$ cat src/rtl/pulse_burst_gen.sv
// pulse_burst_gen: transmitter side of a counter's count-pulse interface.
// Emits a programmed burst of count pulses with programmable high/low widths,
// and drives the counter's enable, up_down and load/load_data companions.
// Host control is a single start/abort handshake. All outputs come from flops.
module pulse_burst_gen #(
  parameter int WIDTH = 8,
  parameter int LEN_W = 4
) (
  input  logic             clk,
  input  logic             rst,
  input  logic             start,
  input  logic             abort,
  input  logic [WIDTH-1:0] burst_len,
  input  logic [LEN_W-1:0] high_len,
  input  logic [LEN_W-1:0] low_len,
  input  logic             dir,
  input  logic             preload_en,
  input  logic [WIDTH-1:0] preload_val,
  output logic             pulse_out,
  output logic             enable,
  output logic             up_down,
  output logic             load,
  output logic [WIDTH-1:0] load_data,
  output logic             busy,
  output logic             done,
  output logic             aborted,
  output logic [WIDTH-1:0] pulses_sent
);

  typedef enum logic [2:0] {
    S_IDLE = 3'd0,
    S_LOAD = 3'd1,
    S_HIGH = 3'd2,
    S_LOW  = 3'd3,
    S_FIN  = 3'd4
  } state_t;

  state_t           state_q,       state_d;
  logic [WIDTH-1:0] remaining_q,   remaining_d;
  logic [WIDTH-1:0] pulses_sent_q, pulses_sent_d;
  logic [WIDTH-1:0] preload_q,     preload_d;
  logic [LEN_W-1:0] high_q,        high_d;
  logic [LEN_W-1:0] low_q,         low_d;
  logic [LEN_W-1:0] phase_q,       phase_d;
  logic             dir_q,         dir_d;
  logic             aborted_q,     aborted_d;

  // Phase counter start value: a programmed length of 0 behaves as 1 cycle,
  // and the counter runs down to 0 so it can never wrap.
  function automatic logic [LEN_W-1:0] phase_init(input logic [LEN_W-1:0] len);
    phase_init = (len == '0) ? '0 : len - LEN_W'(1);
  endfunction

  // Pulse tally sticks at all-ones instead of wrapping.
  function automatic logic [WIDTH-1:0] sat_inc(input logic [WIDTH-1:0] v);
    sat_inc = (&v) ? v : v + WIDTH'(1);
  endfunction

  // Next-state and datapath update for the burst sequencer.
  always_comb begin
    state_d       = state_q;
    remaining_d   = remaining_q;
    pulses_sent_d = pulses_sent_q;
    preload_d     = preload_q;
    high_d        = high_q;
    low_d         = low_q;
    phase_d       = phase_q;
    dir_d         = dir_q;
    aborted_d     = 1'b0;

    case (state_q)
      S_IDLE: begin
        // start wins over a simultaneous abort; abort alone is a no-op here
        if (start) begin
          remaining_d   = burst_len;
          pulses_sent_d = '0;
          preload_d     = preload_val;
          high_d        = high_len;
          low_d         = low_len;
          dir_d         = dir;
          if (preload_en) begin
            state_d = S_LOAD;
          end else if (burst_len != '0) begin
            state_d = S_HIGH;
            phase_d = phase_init(high_len);
          end else begin
            state_d = S_FIN;
          end
        end
      end

      S_LOAD: begin
        if (abort) begin
          state_d   = S_IDLE;
          aborted_d = 1'b1;
        end else if (remaining_q != '0) begin
          state_d = S_HIGH;
          phase_d = phase_init(high_q);
        end else begin
          state_d = S_FIN;
        end
      end

      S_HIGH: begin
        // an abort here cuts the pulse short, so it is not counted
        if (abort) begin
          state_d   = S_IDLE;
          aborted_d = 1'b1;
        end else if (phase_q == '0) begin
          remaining_d   = remaining_q - WIDTH'(1);
          pulses_sent_d = sat_inc(pulses_sent_q);
          state_d       = S_LOW;
          phase_d       = phase_init(low_q);
        end else begin
          phase_d = phase_q - LEN_W'(1);
        end
      end

      S_LOW: begin
        if (abort) begin
          state_d   = S_IDLE;
          aborted_d = 1'b1;
        end else if (phase_q == '0) begin
          if (remaining_q != '0) begin
            state_d = S_HIGH;
            phase_d = phase_init(high_q);
          end else begin
            state_d = S_FIN;
          end
        end else begin
          phase_d = phase_q - LEN_W'(1);
        end
      end

      S_FIN: begin
        state_d = S_IDLE;
      end

      default: begin
        state_d = S_IDLE;
      end
    endcase
  end

  // State and latched-field registers; reset clears everything immediately.
  always_ff @(posedge clk or posedge rst) begin
    if (rst) begin
      state_q       <= S_IDLE;
      remaining_q   <= '0;
      pulses_sent_q <= '0;
      preload_q     <= '0;
      high_q        <= '0;
      low_q         <= '0;
      phase_q       <= '0;
      dir_q         <= 1'b0;
      aborted_q     <= 1'b0;
    end else begin
      state_q       <= state_d;
      remaining_q   <= remaining_d;
      pulses_sent_q <= pulses_sent_d;
      preload_q     <= preload_d;
      high_q        <= high_d;
      low_q         <= low_d;
      phase_q       <= phase_d;
      dir_q         <= dir_d;
      aborted_q     <= aborted_d;
    end
  end

  // Outputs decoded purely from registered state.
  always_comb begin
    pulse_out   = (state_q == S_HIGH);
    enable      = (state_q == S_HIGH) || (state_q == S_LOW);
    load        = (state_q == S_LOAD);
    load_data   = (state_q == S_LOAD) ? preload_q : '0;
    busy        = (state_q != S_IDLE);
    done        = (state_q == S_FIN);
    aborted     = aborted_q;
    up_down     = dir_q;
    pulses_sent = pulses_sent_q;
  end

endmodule

$ cat config.mk
export PLATFORM = sky130hd
export DESIGN_NAME = pulse_burst_gen
export DESIGN_NICKNAME = d
export VERILOG_FILES = /design/src/rtl/pulse_burst_gen.sv
export SDC_FILE = /design/constraint.sdc
export NUM_CORES = 1
export LEC_CHECK = 0
export CORE_UTILIZATION = 45
export CTS_CLUSTER_DIAMETER = 60
export DETAILED_ROUTE_END_ITERATION = 10
export GPL_TIMING_DRIVEN = 1
export PLACE_DENSITY = 0.84
export SETUP_SLACK_MARGIN = 0.02
export SKIP_LAST_GASP = 1
export SYNTH_ARGS = -nofsm -noshare
export SYNTH_HDL_FRONTEND = slang
export SYNTH_SLANG_ARGS = --single-unit
$ cat constraint.sdc
create_clock -name clk -period 2.4 [get_ports clk]
set_clock_uncertainty 0.05 [all_clocks]
set_input_delay 0.6 -clock clk [delete_from_list [all_inputs] [get_ports clk]]
set_output_delay 0.6 -clock clk [all_outputs]
set_load 0.005 [all_outputs]
==> results.sh <==
export IMPL_status="finished with violations"
export IMPL_violations="setup timing"
export IMPL_syn_area_per_cell_sq_um=8.53
export IMPL_synth_seq_cells=41
export IMPL_synth_compound_area_frac=0.191
export IMPL_arrival_ns=1.76
export IMPL_fin_ws_ns=-0.0131
export IMPL_reg2reg_slack_ns=0.17
export IMPL_final_hold_viol_count=0
export IMPL_fp_coreArea_sq_um=5200
export IMPL_nFillCells=448
export IMPL_synth_ff_type="dfrtp_1"
export IMPL_cts_htree_levels=2
export IMPL_root_buffer="clkbuf_8"
export IMPL_p_leak_nw=1.52
export IMPL_synth_simple_area_share=0.264
export IMPL_postLayoutCellArea_sq_um=3380
export IMPL_crit_required_ns=1.75
export IMPL_drv_slew=0
export IMPL_synth_cell_types=60
export IMPL_tightest_slew_ns=0.523
export IMPL_p_switching_mw=1.53
export IMPL_placed_area_sq_um=3220
export IMPL_drtPass1Iterations=5
export IMPL_p_int_mw=2.19
export IMPL_pwr_share_seq=0.337
export IMPL_drc=0
export IMPL_finalSetupTns_ns=-0.0212
export IMPL_finalCritPeriodShare=1.01
export IMPL_synth_edff_count=0
export IMPL_dr_total_vias=2479
export IMPL_power_share_combinational=0.518
export IMPL_die_h_um=76.0
export IMPL_wl_per_cell_um=15.0
export IMPL_p_sw_frac=0.411
export IMPL_r2r_start="phase_q[0]"
export IMPL_synthMuxAreaShare=0.0259
export IMPL_clk_pin_slew_ns=0.08
export IMPL_topRoutingLayerUsed="met4"
export IMPL_crit_fanout=5
export IMPL_drt_iter0_drc=216
export IMPL_fin_nets=406
export IMPL_diodes=0
export IMPL_hold_path_class="reg -> reg"
export IMPL_final_core_util=0.649
export IMPL_reg2reg_to="phase_q[1]"
export IMPL_syn_area_sq_um=2460
export IMPL_crit_path_end="load_data[1]"
export IMPL_cts_tree="built"
export IMPL_wl_mm=6.57
export IMPL_drive_gt1_frac=0.147
export IMPL_crit_type="reg -> out"
export IMPL_finalCriticalPeriod_ns=2.41
export IMPL_cp_end_kind="primary output"
export IMPL_fmax_mhz=414
export IMPL_wl_met2_mm=3.23
export IMPL_rows=26
export IMPL_netlist_top_cells_area="dfrtp_1, nand2_1, ha_1"
export IMPL_ys_warn_count=0
export IMPL_io_buffers=52
export IMPL_ys_seq_area_frac=0.416
export IMPL_clk_latency_ns=0.29
export IMPL_met1_length_mm=2.90
export IMPL_dp_hpwl_mm=4.72
export IMPL_grt_setup_unrepaired="true"
export IMPL_rr_worst_depth=7
export IMPL_synth_top_area_cell="dfrtp_1"
export IMPL_ys_async_sr_fraction=1.00
export IMPL_grt_pass1_vias=2326
export IMPL_ant_nets=0
export IMPL_place_gp_congestion=0.868
export IMPL_stdcell_count=438
export IMPL_start_kind="register"
export IMPL_cp_startpoint="state_q[2]"
export IMPL_synth_fp_nets=327
export IMPL_cts_max_path_buffers=2
export IMPL_grt_pass1_wl_mm=10.8
export IMPL_routed_via_density=5.66
export IMPL_io_pins=53
export IMPL_synth_top_area_frac=0.416
export IMPL_power_density_nw_per_um2=1100
export IMPL_netlist_instances=289
export IMPL_route_met3_wl_um=341
export IMPL_hold_slack_ns=0.420
export IMPL_cts_sinks=41
export IMPL_synth_xor_area_share=0.0107
export IMPL_clkPwrFrac=0.145
export IMPL_grt_max_degree=42
export IMPL_post_place_cells=428
export IMPL_dieArea_sq_um=5780
export IMPL_slew_headroom=0.652
export IMPL_synth_top_family_by_area="simple AND/OR/NAND/NOR gates"
export IMPL_drv_cap=0
export IMPL_gr_total_overflow=0
export IMPL_track_usage=0.232
export IMPL_area_growth_pct=37.1
export IMPL_synth_fa_ha_area_frac=0.0406
export IMPL_cts_made_buffers=5
export IMPL_die_x_um=76.0
export IMPL_antenna_found_initial=0
export IMPL_initial_core_util=0.474
export IMPL_vdd_drop_max_uv=516
export IMPL_finalSetupViolCount=3
-- cells by family after synthesis --
family          count (synthesis)
buf+inv                        30
mux                             6
flops                          41
simple gates                  133
xor+xnor                        3
compound gates                 68
fa+ha+maj                       8
-- worst min path at each step --
stage	start	end	slack [ns]	cells after the start
2_1_floorplan	preload_q[0]	preload_q[0]	0.39	2
3_3_place_gp	preload_q[3]	preload_q[3]	0.40	2
3_5_place_dp	preload_q[5]	preload_q[5]	0.40	2
4_1_cts	preload_q[5]	preload_q[5]	0.42	2
5_1_grt	preload_q[5]	preload_q[5]	0.45	2
6_report	preload_q[5]	preload_q[5]	0.42	2
-- power by group through the flow --
stage / sequential [mW] / clock (mW) / combinational, mW
2_1_floorplan: 1.16 / 0 / 1.23
3_3_place_gp: 1.23 / 0 / 1.80
3_5_place_dp: 1.24 / 0 / 1.87
4_1_cts: 1.24 / 0.548 / 1.90
5_1_grt: 1.29 / 0.577 / 2.14
6_report: 1.26 / 0.541 / 1.93
-- sequential cells by signal, indices dropped and copies added (netlist names) --
name	cells
aborted	1
phase_q	4
remaining_q	8
state_q	3
high_q	4
preload_q	8
up_down	1
low_q	4
pulses_sent	8
-- cells in the final DEF (no fill, tap or decap), drive strengths merged, types with 7 or more instances in the layout --
cell type,instances
a211oi,7
and2,10
nor2,16
o21ai,18
clkdlybuf4s50,49
nand3,7
inv,21
buf,29
nand2,63
nor3,12
a21oi,11
ha,8
dfrtp,41
-- synth_stat cells (all sizes together) (4+ instances only) --
cell type,number
nand2,63
dfrtp,41
inv,21
o21ai,18
nor2,16
nor3,12
a21oi,11
and2,10
ha,8
a211oi,7
nand3,7
clkbuf,6
nor3b,4
nor4,4
-- worst max-delay path: stages (launching register included) --
cell             delay (ns)
dfrtp_2                0.44
nand2b_4               0.17
nor2_4                 0.10
buf_4                  0.14
and2_1                 0.13
clkdlybuf4s50_1        0.50
-- cell type report --
type                       instances  area, sq um  share of cell area
tap                               70         87.6              0.0259
inverter                          21         78.8              0.0233
clock inverter                     2         35.0              0.0104
sequential                        41         1030               0.304
timing repair buffer              81          739               0.219
multi-input combinational        218         1340               0.397
clock buffer                       5         68.8              0.0204
-- layer usage --
layer / vias up / GRT usage
li1: 1183 / -
met1: 1188 / 0.299
met2: 98 / 0.391
met3: 10 / 0.0419
met4: 0 / 0.0808
met5: - / 0
-- per-stage QoR --
stage / worst slack [ns] / power (mW)
floorplan: 0.379 / 2.40
global placement: 0.0515 / 3.03
detailed placement: -0.0244 / 3.11
CTS: -0.0486 / 3.69
global route: -0.0771 / 4.01
finish: -0.0131 / 3.73
-- timing repair --
item | 4_1_cts | 5_1_grt
gates resized for setup | 6 | 6
hold endpoints to repair | 0 | 0
gates cloned | 1 | 0
buffers inserted | 2 | 0
hold buffers | 0 | 0
setup endpoints to repair | 10 | 13
pin swaps | 0 | 0
Note: power is estimated with default switching activity, not from simulation.
